<file path="config.mk">
export PLATFORM = sky130hd
export DESIGN_NAME = fpnew_divsqrt_arbiter
export DESIGN_NICKNAME = d
export VERILOG_FILES = /design/src/rtl/fpnew_pkg.sv /design/src/rtl/fpnew_rr_arbiter.sv /design/src/rtl/fpnew_divsqrt_arbiter.sv
export SDC_FILE = /design/constraint.sdc
export NUM_CORES = 1
export LEC_CHECK = 0
export CAP_MARGIN = 20
export CORE_AREA = 2 2 225 227
export DETAILED_ROUTE_END_ITERATION = 12
export DIE_AREA = 0 0 227 229
export MAX_ROUTING_LAYER = met4
export PLACE_DENSITY = 0.42
export SYNTH_ARGS = -nofsm -noshare
export SYNTH_HDL_FRONTEND = slang
export SYNTH_SLANG_ARGS = --single-unit
</file>
<file path="constraint.sdc">
create_clock -name clk_i -period 2.15 [get_ports clk_i]
set_input_delay 0.215 -clock clk_i [delete_from_list [all_inputs] [get_ports clk_i]]
set_output_delay 0.215 -clock clk_i [all_outputs]
set_load 0.05 [all_outputs]
</file>
<file path="src/rtl/fpnew_pkg.sv">
// Shared FPU type definitions used by the divsqrt arbiter.
//   operation_e : FPU operation encoding (DIV/SQRT relevant here)
//   fp_format_e : floating-point destination format
//   roundmode_e : IEEE rounding mode
//   status_t    : IEEE exception flags {NV, DZ, OF, UF, NX}
package fpnew_pkg;

  typedef enum logic [3:0] {
    FMADD, FNMSUB, ADD, MUL, DIV, SQRT, SGNJ, MINMAX,
    CMP, CLASSIFY, F2F, F2I, I2F, CPKAB, CPKCD
  } operation_e;

  typedef enum logic [2:0] {
    FP32, FP64, FP16, FP8, FP16ALT
  } fp_format_e;

  typedef enum logic [2:0] {
    RNE = 3'b000,
    RTZ = 3'b001,
    RDN = 3'b010,
    RUP = 3'b011,
    RMM = 3'b100,
    ROD = 3'b101,
    DYN = 3'b111
  } roundmode_e;

  typedef struct packed {
    logic NV;
    logic DZ;
    logic OF;
    logic UF;
    logic NX;
  } status_t;

endpackage

</file>
<file path="src/rtl/fpnew_rr_arbiter.sv">
// Combinational round-robin picker.
//   req_i   : request vector
//   ptr_i   : index with highest priority this cycle
//   gnt_o   : one-hot grant (zero when no request)
//   idx_o   : index of the granted request (0 when no request)
//   valid_o : at least one request present
// Winner is the first set request at or above ptr_i, wrapping to the
// lowest set request below ptr_i when nothing is set at or above it.
module fpnew_rr_arbiter #(
  parameter  int unsigned NumReq = 2,
  localparam int unsigned IdxW   = $clog2(NumReq)
) (
  input  logic [NumReq-1:0] req_i,
  input  logic [IdxW-1:0]   ptr_i,
  output logic [NumReq-1:0] gnt_o,
  output logic [IdxW-1:0]   idx_o,
  output logic              valid_o
);

  // Requests at or above the pointer take priority over wrapped ones
  logic [NumReq-1:0] upper;

  always_comb begin
    upper = '0;
    for (int i = 0; i < int'(NumReq); i++) begin
      upper[i] = req_i[i] && (i >= int'(ptr_i));
    end
  end

  always_comb begin
    valid_o = |req_i;
    idx_o   = '0;
    // Downward scans leave the lowest matching index in idx_o; the
    // second scan overrides the wrapped choice when an upper request exists.
    for (int i = int'(NumReq) - 1; i >= 0; i--) begin
      if (req_i[i]) idx_o = IdxW'(i);
    end
    if (|upper) begin
      for (int i = int'(NumReq) - 1; i >= 0; i--) begin
        if (upper[i]) idx_o = IdxW'(i);
      end
    end
    gnt_o = '0;
    if (valid_o) gnt_o[idx_o] = 1'b1;
  end

endmodule

</file>
<file path="src/rtl/fpnew_divsqrt_arbiter.sv">
// Shares one multi-cycle FP divide/sqrt unit between NumReq requesters.
// One operation is in flight at a time; grants are round-robin and the
// result is routed back to the requester that issued it.
//   clk_i, rst_i      : clock, synchronous active-high reset
//   flush_i           : kill all activity (forwarded as unit_flush_o)
//   req_*             : per-requester issue port (valid/ready + fields)
//   unit_valid_o/...  : issue handshake and fields toward the unit
//   unit_valid_i/...  : result handshake from the unit
//   rsp_*             : response port, one-hot valid, shared data bus
//   busy_o            : an operation is held somewhere in the block
module fpnew_divsqrt_arbiter import fpnew_pkg::*; #(
  parameter  int unsigned NumReq  = 2,
  parameter  int unsigned Width   = 64,
  parameter  type         TagType = logic,
  localparam int unsigned IdxW    = $clog2(NumReq)
) (
  input  logic                             clk_i,
  input  logic                             rst_i,
  input  logic                             flush_i,
  // requester issue ports
  input  logic [NumReq-1:0]                req_valid_i,
  output logic [NumReq-1:0]                req_ready_o,
  input  logic [NumReq-1:0][1:0][Width-1:0] req_operands_i,
  input  operation_e [NumReq-1:0]          req_op_i,
  input  fp_format_e [NumReq-1:0]          req_fmt_i,
  input  roundmode_e [NumReq-1:0]          req_rnd_i,
  input  TagType [NumReq-1:0]              req_tag_i,
  // unit issue side
  output logic                             unit_valid_o,
  input  logic                             unit_ready_i,
  output logic [1:0][Width-1:0]            unit_operands_o,
  output operation_e                       unit_op_o,
  output fp_format_e                       unit_fmt_o,
  output roundmode_e                       unit_rnd_o,
  output logic                             unit_flush_o,
  // unit result side
  input  logic                             unit_valid_i,
  output logic                             unit_ready_o,
  input  logic [Width-1:0]                 unit_result_i,
  input  status_t                          unit_status_i,
  // response ports
  output logic [NumReq-1:0]                rsp_valid_o,
  input  logic [NumReq-1:0]                rsp_ready_i,
  output logic [Width-1:0]                 rsp_result_o,
  output status_t                          rsp_status_o,
  output TagType                           rsp_tag_o,
  output logic                             busy_o
);

  typedef enum logic [1:0] {IDLE, ISSUE, WAIT, RESP} state_e;

  typedef struct packed {
    logic [1:0][Width-1:0] operands;
    operation_e            op;
    fp_format_e            fmt;
    roundmode_e            rnd;
    TagType                tag;
  } issue_t;

  typedef struct packed {
    logic [Width-1:0] result;
    status_t          status;
  } rsp_t;

  state_e          state_q, state_d;
  logic [IdxW-1:0] rr_ptr_q, rr_ptr_d;
  logic [IdxW-1:0] owner_q, owner_d;
  issue_t          issue_q, issue_d;
  rsp_t            rsp_q, rsp_d;

  logic [NumReq-1:0] arb_gnt;
  logic [IdxW-1:0]   arb_idx;
  logic              arb_valid;
  logic              kill;

  fpnew_rr_arbiter #(
    .NumReq (NumReq)
  ) i_arb (
    .req_i   (req_valid_i),
    .ptr_i   (rr_ptr_q),
    .gnt_o   (arb_gnt),
    .idx_o   (arb_idx),
    .valid_o (arb_valid)
  );

  // Reset is gated in alongside flush so no grant or handshake is
  // advertised in a cycle whose state is about to be discarded.
  assign kill = flush_i | rst_i;

  always_comb begin
    state_d      = state_q;
    rr_ptr_d     = rr_ptr_q;
    owner_d      = owner_q;
    issue_d      = issue_q;
    rsp_d        = rsp_q;
    req_ready_o  = '0;
    unit_valid_o = 1'b0;
    unit_ready_o = 1'b0;
    rsp_valid_o  = '0;

    case (state_q)
      IDLE: begin
        if (arb_valid && !kill) begin
          req_ready_o      = arb_gnt;
          owner_d          = arb_idx;
          issue_d.operands = req_operands_i[arb_idx];
          issue_d.op       = req_op_i[arb_idx];
          issue_d.fmt      = req_fmt_i[arb_idx];
          issue_d.rnd      = req_rnd_i[arb_idx];
          issue_d.tag      = req_tag_i[arb_idx];
          state_d          = ISSUE;
        end
      end
      ISSUE: begin
        unit_valid_o = !kill;
        if (unit_ready_i) state_d = WAIT;
      end
      WAIT: begin
        unit_ready_o = !kill;
        if (unit_valid_i) begin
          rsp_d.result = unit_result_i;
          rsp_d.status = unit_status_i;
          state_d      = RESP;
        end
      end
      RESP: begin
        rsp_valid_o[owner_q] = !kill;
        // Only the owner's ready completes the response
        if (rsp_ready_i[owner_q]) begin
          rr_ptr_d = (owner_q == IdxW'(NumReq - 1)) ? '0 : owner_q + 1'b1;
          state_d  = IDLE;
        end
      end
      default: state_d = IDLE;
    endcase

    // Flush overrides every transition; pointer and captured result keep
    // their old values so the dropped operation leaves no trace.
    if (flush_i) begin
      state_d  = IDLE;
      rr_ptr_d = rr_ptr_q;
      rsp_d    = rsp_q;
    end
  end

  always_ff @(posedge clk_i) begin
    if (rst_i) begin
      state_q  <= IDLE;
      rr_ptr_q <= '0;
      owner_q  <= '0;
      issue_q  <= '0;
      rsp_q    <= '0;
    end else begin
      state_q  <= state_d;
      rr_ptr_q <= rr_ptr_d;
      owner_q  <= owner_d;
      issue_q  <= issue_d;
      rsp_q    <= rsp_d;
    end
  end

  assign unit_operands_o = issue_q.operands;
  assign unit_op_o       = issue_q.op;
  assign unit_fmt_o      = issue_q.fmt;
  assign unit_rnd_o      = issue_q.rnd;
  assign unit_flush_o    = flush_i;

  assign rsp_result_o    = rsp_q.result;
  assign rsp_status_o    = rsp_q.status;
  assign rsp_tag_o       = issue_q.tag;

  assign busy_o          = (state_q != IDLE);

endmodule

</file>
==> impl_metrics.json <==
{
  "status": "complete, no violations",
  "cp.arrival_ns": 1.84,
  "synthDistinctLibCells": 26,
  "cp_slowest_cell": "dfxtp_4",
  "syn2layout_area_growth_pct": 89.9,
  "grt_pass1_wl_mm": 54.4,
  "drtPass1Iterations": 4,
  "cp_max_fo": 4,
  "initial_core_util_pct": 17.6,
  "combPwrFrac_pct": 23.5,
  "die_h_um": 229,
  "yosys-top-cells-count": "dfxtp_1 (212), nor2_1 (145), a211oi_1 (140), mux2i_1 (140), nand2_1 (140)",
  "powerDensity_mw_per_mm2": 667,
  "worstHoldEndpoint": "state_q[1]$_SDFFE_PP0P_",
  "dp_slack_ns": -0.0620,
  "switchingPower_uw": 3170,
  "period_share_pct": 95.5,
  "pwr-share-seq_pct": 38.1,
  "wl_met3_mm": 3.50,
  "portBuffers": 571,
  "drc": 0,
  "synth_top_area_share_pct": 48.7,
  "holdPathStages": 3,
  "synth-main-ff-cell": "dfxtp_1",
  "slew_headroom_pct": 35.0,
  "cts.path.max_buffers": 3,
  "yosys_register_bits": 212,
  "min_from": "rst_i",
  "wl_per_cell_um": 17.0,
  "wl_mm": 38.0,
  "m1WireLength_mm": 14.9,
  "grt_overflow": 0,
  "startpoint_type": "flop",
  "die_w_um": 227,
  "max_freq_mhz": 487,
  "wl_met2_mm": 18.7,
  "yosysWarnings": 0,
  "critical_path_class": "flop to primary output",
  "antenna_found_initial": 1,
  "rsz0062_at_grt": "false",
  "top_layer": "met4",
  "viasPerCell": 4.01,
  "ir_drop_mv": 0.462,
  "rows": 82,
  "worstPathRequired_ns": 1.93,
  "fin_worst_skew_ns": 0.0144,
  "tritoncts": "done",
  "synth.area.top_cells": "dfxtp_1 (49%), mux2i_1 (16%), a211oi_1 (12%)",
  "path_cells": "inv_4, ha_4, inv_2, nor3_4, buf_12, and3_4, buf_12",
  "ys_async_sr_fraction_pct": 0,
  "drt_iter0_drc": 267,
  "ys_seq_area_share_pct": 48.7,
  "fin_nets": 1907,
  "ant_nets": 0,
  "p_sw_share_pct": 28.7,
  "clkSinkCount": 212,
  "fill_cells": 5207,
  "synth_top_area_cell": "dfxtp_1",
  "cts_buffers": 26,
  "cp-end-kind": "primary output",
  "root_buffer": "clkbuf_16",
  "period_needed_ns": 2.05,
  "synth-edff-count": 0,
  "clockPowerShare_pct": 38.4,
  "drv_slew": 0,
  "worst_r2r_path_depth": 9,
  "power.leakage_uw": 0.00640,
  "globalplace.congestion": 0.785,
  "clk-insertion-delay-late_ns": 0.55,
  "clk_pin_slew_ns": 0.07,
  "final_layout_size_suffix_gt1_share_pct": 8.06,
  "grt_use_total_pct": 14.2,
  "grt_pass1_vias": 8889,
  "cpPeakStageDelay_ns": 0.36,
  "hold_path_class": "input pin to flop",
  "syn_area_sq_mm": 0.00872,
  "synthCells": 964,
  "finalHoldViolCount": 0,
  "p_int_uw": 7880,
  "ios": 572,
  "yosysMostFrequentCell": "dfxtp_1",
  "r2r-start": "state_q[0]$_SDFFE_PP0P_",
  "core-area_sq_mm": 0.0497,
  "dr_total_vias": 8975,
  "drv_cap": 0,
  "setup_viol": 0,
  "worst_slack_ns": 0.0972,
  "postSynthAreaPerCell_sq_um": 9.05,
  "worst_pin_slew_ns": 0.975,
  "syn-num-nets": 1325,
  "die-area_sq_mm": 0.0520,
  "htreeDepth": 1,
  "grt_max_degree": 110,
  "place_hpwl_mm": 29.5,
  "r2r_slack_ns": 0.34,
  "power.total_uw": 11000,
  "rr_endpoint": "unit_operands_o[60]$_SDFFE_PP0P_",
  "crit_top_cell": "buf_12"
}
[critical path, delay by kind of cell, from the launching register on]
kind | cells | cell delay, ns
fa+ha+maj | 1 | 0.13
buf+inv | 4 | 0.39
flops | 1 | 0.36
simple gates | 2 | 0.41
[stage by stage]
| stage | cell area, sq um | hold WS [ns] | util (%) | instances | setup TNS, ns |
|---|---|---|---|---|---|
| floorplan | 8720 | 0.351 | - | 964 | 0 |
| global placement | 15600 | 0.442 | 31.4 | 2180 | -0.336 |
| detailed placement | 15600 | 0.446 | 31.4 | 2180 | -0.166 |
| CTS | 16500 | 0.0847 | 33.2 | 2231 | 0 |
| global route | 16600 | 0.105 | 33.3 | 2236 | 0 |
| finish | 16600 | 0.101 | 33.3 | 2236 | 0 |
[state kept, by name (all words and copies together) (netlist names)]
signal and flops:
owner_q 1, rr_ptr_q 1, rsp_result_o 64, rsp_status_o 5, rsp_tag_o 1, state_q 2, unit_fmt_o 3, unit_op_o 4
unit_operands_o 128, unit_rnd_o 3
[layout make-up]
| cell class | count | area [sq um] | area share [%] |
|---|---|---|---|
| timing repair buffer | 640 | 6490 | 39.2 |
| sequential | 212 | 4250 | 25.7 |
| clock inverter | 2 | 10.0 | 0.0605 |
| inverter | 7 | 28.8 | 0.174 |
| multi-input combinational | 659 | 4120 | 24.9 |
| clock buffer | 43 | 806 | 4.87 |
| antenna | 1 | 2.50 | 0.0151 |
| tap | 672 | 841 | 5.08 |
[layout by cell type, fill, tap and decap left out, types with 2 or more instances in the layout]
cell type	instances
inv_2	2
ha_1	4
clkbuf_16	27
a21oi_1	71
dlygate4sd3_1	2
nor3b_1	2
nor2_4	2
mux2i_1	140
clkbuf_1	9
clkbuf_8	7
clkinv_2	2
clkdlybuf4s50_1	562
nor2_1	143
a211oi_1	140
nand2_1	140
and2_1	2
buf_4	54
dfxtp_1	210
inv_1	4
buf_12	20
[how the worst max path moves through the flow]
stage | from | endpoint | depth (start not counted)
floorplan | state_q[0]$_SDFFE_PP0P_ | req_ready_o[0] | 7
global placement | req_valid_i[0] | unit_operands_o[0]$_SDFFE_PP0P_ | 7
detailed placement | req_valid_i[0] | unit_operands_o[0]$_SDFFE_PP0P_ | 7
CTS | state_q[0]$_SDFFE_PP0P_ | req_ready_o[0] | 7
global route | state_q[1]$_SDFFE_PP0P_ | req_ready_o[0] | 7
finish | state_q[0]$_SDFFE_PP0P_ | req_ready_o[0] | 7
[kinds of logic after synthesis]
kind of cell | Yosys count | synth area share, %
DFF | 212 | 48.7
adders and majority gates | 5 | 0.717
muxes | 140 | 16.1
buffers and inverters | 93 | 4.61
AOI/OAI and AO/OA | 217 | 16.7
and+or+nand+nor | 297 | 13.3
[power by group through the flow]
stage	registers, uW	clock network, uW	logic [uW]
6_report	4210	4240	2590
5_1_grt	4240	4550	2750
4_1_cts	4220	4430	2630
3_5_place_dp	4300	0	2600
3_3_place_gp	4290	0	2600
2_1_floorplan	4930	0	609
[what timing repair did]
item	4_1_cts	5_1_grt
gates resized for setup	7	5
pin swaps	3	1
hold buffers	2	0
buffers inserted	3	4
setup endpoints to repair	2	1
endpoints found under the hold margin	15	0
gates cloned	1	0
[per-layer routing]
metal  GRT usage [%]  vias to the layer above
li1                -                     4545
met4            4.39                        0
met5               -                        -
met1            15.4                     4031
met2            24.8                      348
met3            4.32                       51
Note: power is estimated with default switching activity, not from simulation.
